## config.mk

```make
export PLATFORM = sky130hd
export DESIGN_NAME = add_subtr_mc
export DESIGN_NICKNAME = d
export VERILOG_FILES = /design/src/rtl/add_subtr_pkg.sv /design/src/rtl/rcanbit.sv /design/src/rtl/add_subtr_mc.sv
export SDC_FILE = /design/constraint.sdc
export NUM_CORES = 1
export LEC_CHECK = 0
export CORE_UTILIZATION = 56
export CTS_CLUSTER_DIAMETER = 40
export DETAILED_ROUTE_END_ITERATION = 12
export GPL_TIMING_DRIVEN = 0
export PLACE_DENSITY = 0.82
export SYNTH_ARGS = -nofsm -noshare
export SYNTH_HDL_FRONTEND = slang
export SYNTH_SLANG_ARGS = --single-unit
export TNS_END_PERCENT = 30
```

## constraint.sdc

```tcl
create_clock -name clk -period 15.12 [get_ports clk]
set_input_delay 3.78 -clock clk [delete_from_list [all_inputs] [get_ports clk]]
set_output_delay 3.78 -clock clk [all_outputs]
set_load 0.02 [all_outputs]
```

## src/rtl/add_subtr_pkg.sv

```systemverilog
// Shared definitions for the chunk-serial adder/subtractor: FSM encoding,
// a constant clog2 and the derived chunk-count / counter-width defaults.
package add_subtr_pkg;

  typedef enum logic [1:0] {
    IDLE = 2'd0,
    RUN  = 2'd1,
    DONE = 2'd2
  } state_t;

  function automatic int clog2(input int v);
    int r;
    r = 0;
    for (int i = 0; i < 32; i++) begin
      if ((1 << r) < v) r++;
    end
    return r;
  endfunction

  // A single-chunk configuration still needs a 1-bit counter.
  function automatic int cnt_width(input int nch);
    return (clog2(nch) < 1) ? 1 : clog2(nch);
  endfunction

  localparam int B_DEF   = 32;
  localparam int W_DEF   = 8;
  localparam int NCH_DEF = B_DEF / W_DEF;
  localparam int CW_DEF  = cnt_width(NCH_DEF);

endpackage

```

## src/rtl/rcanbit.sv

```systemverilog
// n-bit ripple-carry adder slice; also exposes the carry into its MSB so the
// caller can form signed overflow without re-deriving it.
module rcanbit #(
  parameter int n = 8
) (
  input  logic [n-1:0] a,
  input  logic [n-1:0] b,
  input  logic         cin,
  output logic [n-1:0] sum,
  output logic         cout,
  output logic         c_msb
);

  logic [n:0] c;

  always_comb begin
    c    = '0;
    sum  = '0;
    c[0] = cin;
    for (int i = 0; i < n; i++) begin
      sum[i]  = a[i] ^ b[i] ^ c[i];
      c[i+1]  = (a[i] & b[i]) | (a[i] & c[i]) | (b[i] & c[i]);
    end
  end

  assign cout  = c[n];
  assign c_msb = c[n-1];

endmodule

```

## src/rtl/add_subtr_mc.sv

```systemverilog
// Multi-cycle chunk-serial add/sub: one W-bit ripple slice reused B/W times,
// with the inter-chunk carry held in a register.
module add_subtr_mc
  import add_subtr_pkg::*;
#(
  parameter int B = 32,
  parameter int W = 8
) (
  input  logic         clk,
  input  logic         rst,
  input  logic         start,
  input  logic [B-1:0] x,
  input  logic [B-1:0] y,
  input  logic         add_n,
  output logic         busy,
  output logic         done,
  output logic [B-1:0] s,
  output logic         c_out,
  output logic         ovf
);

  localparam int NCH = B / W;
  localparam int CW  = cnt_width(NCH);

  state_t         state, state_nxt;
  logic [CW-1:0]  cnt;
  logic           carry;
  logic [B-1:0]   xr, yr, work, work_nxt;
  logic [W-1:0]   a_chunk, b_chunk, sum_chunk;
  logic           slice_cout, slice_cmsb;
  logic           accept, last;

  // Handshake: start is honoured whenever busy is low (IDLE or DONE);
  // done is a one-cycle pulse, and s/c_out/ovf only change on that edge.
  assign accept = start && (state != RUN);
  assign last   = (cnt == CW'(NCH - 1));

  assign a_chunk = xr[int'(cnt)*W +: W];
  assign b_chunk = yr[int'(cnt)*W +: W];

  rcanbit #(.n(W)) u_slice (
    .a     (a_chunk),
    .b     (b_chunk),
    .cin   (carry),
    .sum   (sum_chunk),
    .cout  (slice_cout),
    .c_msb (slice_cmsb)
  );

  always_comb begin
    work_nxt = work;
    work_nxt[int'(cnt)*W +: W] = sum_chunk;
  end

  always_ff @(posedge clk or posedge rst) begin
    if (rst) state <= IDLE;
    else     state <= state_nxt;
  end

  always_comb begin
    state_nxt = state;
    case (state)
      IDLE:    if (start) state_nxt = RUN;
      RUN:     if (last)  state_nxt = DONE;
      DONE:    state_nxt = start ? RUN : IDLE;
      default: state_nxt = IDLE;
    endcase
  end

  always_comb begin
    busy = (state == RUN);
    done = (state == DONE);
  end

  // Subtraction is x + ~y + 1: invert y on entry and seed the carry with add_n.
  always_ff @(posedge clk or posedge rst) begin
    if (rst) begin
      cnt   <= '0;
      carry <= 1'b0;
      xr    <= '0;
      yr    <= '0;
      work  <= '0;
      s     <= '0;
      c_out <= 1'b0;
      ovf   <= 1'b0;
    end else if (accept) begin
      xr    <= x;
      yr    <= y ^ {B{add_n}};
      carry <= add_n;
      cnt   <= '0;
    end else if (state == RUN) begin
      work  <= work_nxt;
      carry <= slice_cout;
      if (last) begin
        cnt   <= '0;
        s     <= work_nxt;
        c_out <= slice_cout;
        ovf   <= slice_cout ^ slice_cmsb;
      end else begin
        cnt   <= cnt + 1'b1;
      end
    end
  end

endmodule

```

==> results.cfg, run 1 <==
[floorplanning]
num_io_pins = 104
num_rows = 39
core_um2 = 11500
start_util = 0.578
die_w_um = 111
die_y_um = 111
die_area_um2 = 12300

[sta]
slew_headroom = 0.665
drv_slew = 0
hold_viol = 0
fin_setup_tns_ns = 0
rsz0062_at_grt = no
min_period_ns = 5.78
whs_ns = 0.480
max_slew.worst_pin.slew_ns = 0.502
min_period_over_period = 0.382
setup_violations = 0
fmax_ghz = 0.173
clock_skew_ns = 0.00630

[yosys]
synth_top_area_share = 0.507
syn_area_per_cell_um2 = 12.4
yosys_most_used_dff = dfrtp_1
synth-async-reset-ratio = 1.00
ys_top_cells_by_count = dfrtp_1, o21ai_0, nand2b_1
syn_inst = 535
synth_fp_nets = 617
ys_warn_count = 0
synth_top_area_cell = dfrtp_1
syn_area_um2 = 6660
yosys.cell_types.count = 45
synth_edf_count = 0
synth-seq-cells = 135
ys_top_cells_by_area = dfrtp_1, mux2_4, mux4_2
seq_area_frac_synth = 0.507
yosysMostFrequentCell = dfrtp_1

[critical_path]
crit_type = register to output port
worst_ep_arrival_time_ns = 2.00
critPathRequiredTime_ns = 11.34
reg2reg_from = cnt[1]$_DFFE_PP0P_
cp-end-kind = output port
start_kind = register
critPathLaunch = state[1]$_DFFE_PP0P_
path_max_fanout = 10

[clock_tree]
insertion_delay_ns = 0.42
postCtsResizedCells = 0
htree_levels = 4
cts_made_buffers = 17
clockBufferDepth = 2
cts_setup_buffers = 0
cts_sinks = 135
cts_tree = built
root_buffer = clkbuf_16
cts_hold_buf = 0
clkTransAtPathRegs_ns = 0.05

[outcome]
violations = DRC
status = complete, but fails checks

[min_path]
hold_path.class = register to register
hp-start = work[0]$_DFFE_PP0P_

[layout]
fin_nets = 739
area_growth_syn_to_layout_pct = 27.2
drive_gt1_frac = 0.180
n_antenna_cell = 0
finalNonFillerCells = 811

[routing]
first_pass_iters = 9
first_iter_violations = 245
wl_per_cell_um = 18.8
avgViaCountPerCell = 5.79
drt-total-wl_um = 15200
drc = 12
num_vias = 4697
antenna_left = 0

[grt]
antenna_found_initial = 0
grt_max_degree = 84
grt_overflow = 0
grt_pass1_wl_um = 25600
grt_pass1_vias = 4957
grt.total_usage = 0.270

[pwr]
p_leak_nw = 3.54
ir_drop_uv = 134
p_per_area_nw_per_um2 = 258

[place]
routabilityCongestion = 0.830
dpl.cell_count = 781
portBuffers = 102
dpl.hpwl_um = 10900

[run]
maxCapViolations = 0
==> registers in the layout, summed over array words and instances, names as in the netlist <==
name,cells
c_out,1
yr,32
state,2
work,32
ovf,1
carry,1
s,32
xr,32
cnt,2
==> metrics by stage <==
| step | setup slack (ns) | total power, mW | util | cell area [um^2] |
|---|---|---|---|---|
| 2_1_floorplan | 7.73 | 1.39 | - | 6660 |
| 3_3_place_gp | 6.26 | 1.72 | 0.682 | 7860 |
| 3_5_place_dp | 9.76 | 1.77 | 0.685 | 7890 |
| 4_1_cts | 9.34 | 2.19 | 0.735 | 8470 |
| 5_1_grt | 9.29 | 2.32 | 0.735 | 8470 |
| 6_report | 9.34 | 2.19 | 0.735 | 8470 |
==> path summary, 6_finish.rpt <==
check	depth (start not counted)	slack, ns	endpoint
worst max register to register	15	10.11	s[7]$_DFFE_PP0P_
min in group asynchronous	2	3.78	xr[1]$_DFFE_PP0P_
worst min register to register	1	0.48	work[0]$_DFFE_PP0P_
max in group asynchronous	3	10.58	s[8]$_DFFE_PP0P_
worst max-delay path	4	9.34	busy
worst min-delay path	1	0.48	work[0]$_DFFE_PP0P_
==> critical path, cell delays in order (launching register included) <==
cell             delay, ns
dfrtp_1               0.42
nand2b_4              0.21
inv_8                 0.11
buf_2                 0.21
clkdlybuf4s50_1       0.63
==> final cells by class <==
cell class / count / area, um^2
timing repair buffer: 103 / 1050
sequential: 135 / 3380
tap: 143 / 179
inverter: 27 / 114
multi-input combinational: 338 / 2910
buffer: 35 / 259
fill: 777 / 3050
clock buffer: 21 / 450
clock inverter: 9 / 128
==> logic make-up after synthesis <==
family,synth area share
AOI/OAI and AO/OA,0.139
xor gates and xnor gates,0.0434
adders and majority gates,0.0353
buffers and inverters,0.0553
DFF,0.507
muxes,0.131
and+or+nand+nor,0.0887
==> per-layer routing <==
layer,vias to the layer above,track usage,share of wire
met5,-,0,0
met4,0,0.110,0.025
met3,30,0.0519,0.046
met2,175,0.458,0.51
met1,2350,0.341,0.42
li1,2142,-,-
==> power breakdown <==
group          switching (mW)  internal (mW)
clock network           0.150          0.261
registers              0.0972          0.530
logic                   0.612          0.536
total                   0.859           1.33
==> layout by cell type, fill, tap and decap left out, types with 24 or more instances in the layout <==
master / count
clkdlybuf4s50_1: 102
dfrtp_1: 135
inv_1: 24
mux2_4: 32
nand2b_1: 36
nor2_1: 26
o21ai_0: 64
o2bb2ai_1: 30
xnor2_1: 33
Note: power is estimated with default switching activity, not from simulation.
==> run 2: changes to the inputs <==
Settings changed: CORE_UTILIZATION 56 to 49, PLACE_DENSITY 0.82 to 0.76.
Clock period 15.12 ns to 4.87 ns, I/O delays scaled along.
==> run 2 against run 1 <==
The run now ends clean. Sequential share of layout area down 0.33 points. Sequential power rose to 3.1 times the previous value. Die area up 14%. Global-route usage down 4.3 points. Via count down 2.6%. Non-clock buffer count unchanged. Setup slack worse by 9.1 ns. Critical path type is now register to register. Critical endpoint is now s[7]$_DFFE_PP0P_. Highest routed layer unchanged.
==> results.cfg, run 2 (synthesized netlist as in run 1, its figures left out) <==
[sta]
slew_headroom = 0.689
clock_skew_ns = 0.00665
finalWorstSetupSlack_ns = 0.215
drv_slew = 0
rsz0062_at_grt = no
min_period_ns = 4.66
fmax_ghz = 0.215
hold_viol = 0
whs_ns = 0.482
min_period_over_period = 0.956
setup_violations = 0
max_slew.worst_pin.slew_ns = 0.466

[pwr]
p_per_area_nw_per_um2 = 793
p_leak_nw = 3.56
ir_drop_uv = 528

[place]
routabilityCongestion = 0.852
dpl.hpwl_um = 11000
portBuffers = 102
preCtsSetupSlack_ns = -0.0808

[critical_path]
reg2reg_from = cnt[0]$_DFFE_PP0P_
crit_type = register to register
path_buf_inv = 4
worstReg2RegEnd = s[7]$_DFFE_PP0P_
cp_cell_sequence = buf_6 -> buf_6 -> mux4_2 -> fa_1 -> inv_1 -> fa_1 -> fa_1 -> fa_1 -> fa_1 -> fa_1 -> fa_2 -> inv_1 -> fa_2 -> a21oi_1 -> a21oi_1
r2r_slack_ns = 0.21
reg2reg_depth = 15
worst_ep_arrival_time_ns = 4.95
path_max_fanout = 10
start_kind = register
crit_top_cell = fa_1
critical-path-max-stage-delay_ns = 0.52
crit_family = adder cells
cp-end-kind = register
cp_slowest_cell = fa_2
critPathRequiredTime_ns = 5.17

[grt]
grt_overflow = 0
antenna_found_initial = 0
grt_pass1_vias = 4921
grt.total_usage = 0.227
grt_pass1_wl_um = 24600
grt_max_degree = 98

[routing]
drt-total-wl_um = 14700
antenna_left = 0
wl_per_cell_um = 17.4
first_pass_iters = 4
avgViaCountPerCell = 5.41
num_vias = 4576
first_iter_violations = 254
drc = 0

[clock_tree]
cts_tree = built
insertion_delay_ns = 0.42
clkTransAtPathRegs_ns = 0.06
cts_sinks = 135
cts_made_buffers = 17
clockBufferDepth = 2
root_buffer = clkbuf_16
htree_levels = 4

[layout]
layout_common_cells = dfrtp_1, clkdlybuf4s50_1, o21ai_0, nand2b_1, xnor2_1
n_antenna_cell = 0
final_common_cell = dfrtp_1
fill_cells = 1016
drive_gt1_frac = 0.191
fin_nets = 739
area_growth_syn_to_layout_pct = 28.2

[min_path]
hold_path.class = register to register
min_to = work[16]$_DFFE_PP0P_
hp-start = work[16]$_DFFE_PP0P_
hold_depth = 1

[floorplanning]
core_um2 = 13200
num_io_pins = 104
die_area_um2 = 14100
start_util = 0.503
num_rows = 42
die_w_um = 119
die_y_um = 119

[outcome]
status = complete, no violations

[run]
maxCapViolations = 0
==> run 2: cell count changes in the layout (fill, tap and decap cells not counted), sizes merged <==
| cell | before | now |
|---|---|---|
| clkinv | 3 | 6 |
| clkbuf | 31 | 33 |
| clkinvlp | 3 | 1 |
| bufinv | 3 | 2 |
==> run 2: report_power, final <==
part	switching (mW)	internal, mW	leakage, nW
clock network	0.458	0.802	0.292
logic	1.87	1.70	1.59
registers	0.297	1.65	1.67
total	2.63	4.15	3.56
==> run 2: worst reg2reg max path, delay by kind of cell, from the launching register on <==
family,cells,cell delay (ns)
AO/OA/AOI/OAI,2,0.26
flip-flops,1,0.40
multiplexers,1,0.38
buffers and inverters,4,0.45
adder cells (fa/ha/maj),8,3.04
==> run 2: area by class of cell <==
| cell class | count | area (um^2) | share of cell area |
|---|---|---|---|
| clock inverters | 9 | 97.6 | 0.0114 |
| plain buffers | 34 | 256 | 0.0300 |
| clock buffers | 23 | 488 | 0.0572 |
| inverters | 27 | 114 | 0.0133 |
| multi-input cells | 338 | 2930 | 0.343 |
| well taps | 176 | 220 | 0.0258 |
| repair buffers | 104 | 1060 | 0.124 |
| flip-flops and latches | 135 | 3380 | 0.396 |
==> run 2: routing by layer <==
metal | global-route usage | routed length [um]
met5 | 0 | 0
met4 | 0.0886 | 281
met3 | 0.0458 | 605
met2 | 0.384 | 7500
met1 | 0.286 | 6360
==> run 2: how the worst max path moves through the flow <==
stage                  startpoint                  to  cells past startpoint
3_3_place_gp                  rst  yr[24]$_DFFE_PP0P_                      2
6_report       cnt[0]$_DFFE_PP0P_    s[7]$_DFFE_PP0P_                     15
4_1_cts        cnt[0]$_DFFE_PP0P_   s[15]$_DFFE_PP0P_                     15
5_1_grt        cnt[0]$_DFFE_PP0P_    s[7]$_DFFE_PP0P_                     15
2_1_floorplan                 rst   c_out$_DFFE_PP0P_                      1
3_5_place_dp   cnt[1]$_DFFE_PP0P_   s[15]$_DFFE_PP0P_                     15
==> run 2: repair_timing <==
| action | 4_1_cts | 5_1_grt |
|---|---|---|
| buffers inserted | 0 | 1 |
| pin swaps | 0 | 1 |
| endpoints found under the setup margin | 8 | 8 |
| hold buffers | 0 | 0 |
| resized for setup | 2 | 5 |
==> run 2: stage by stage <==
stage	instance area (um^2)	util	TNS, ns	cells	total power, mW
6_report	8540	0.645	0	846	6.77
5_1_grt	8540	0.645	0	846	7.19
4_1_cts	8520	0.644	0	846	6.76
3_5_place_dp	7930	0.599	-0.254	814	5.47
3_3_place_gp	7900	0.596	-202.02	813	5.38
2_1_floorplan	6660	-	0	535	4.31
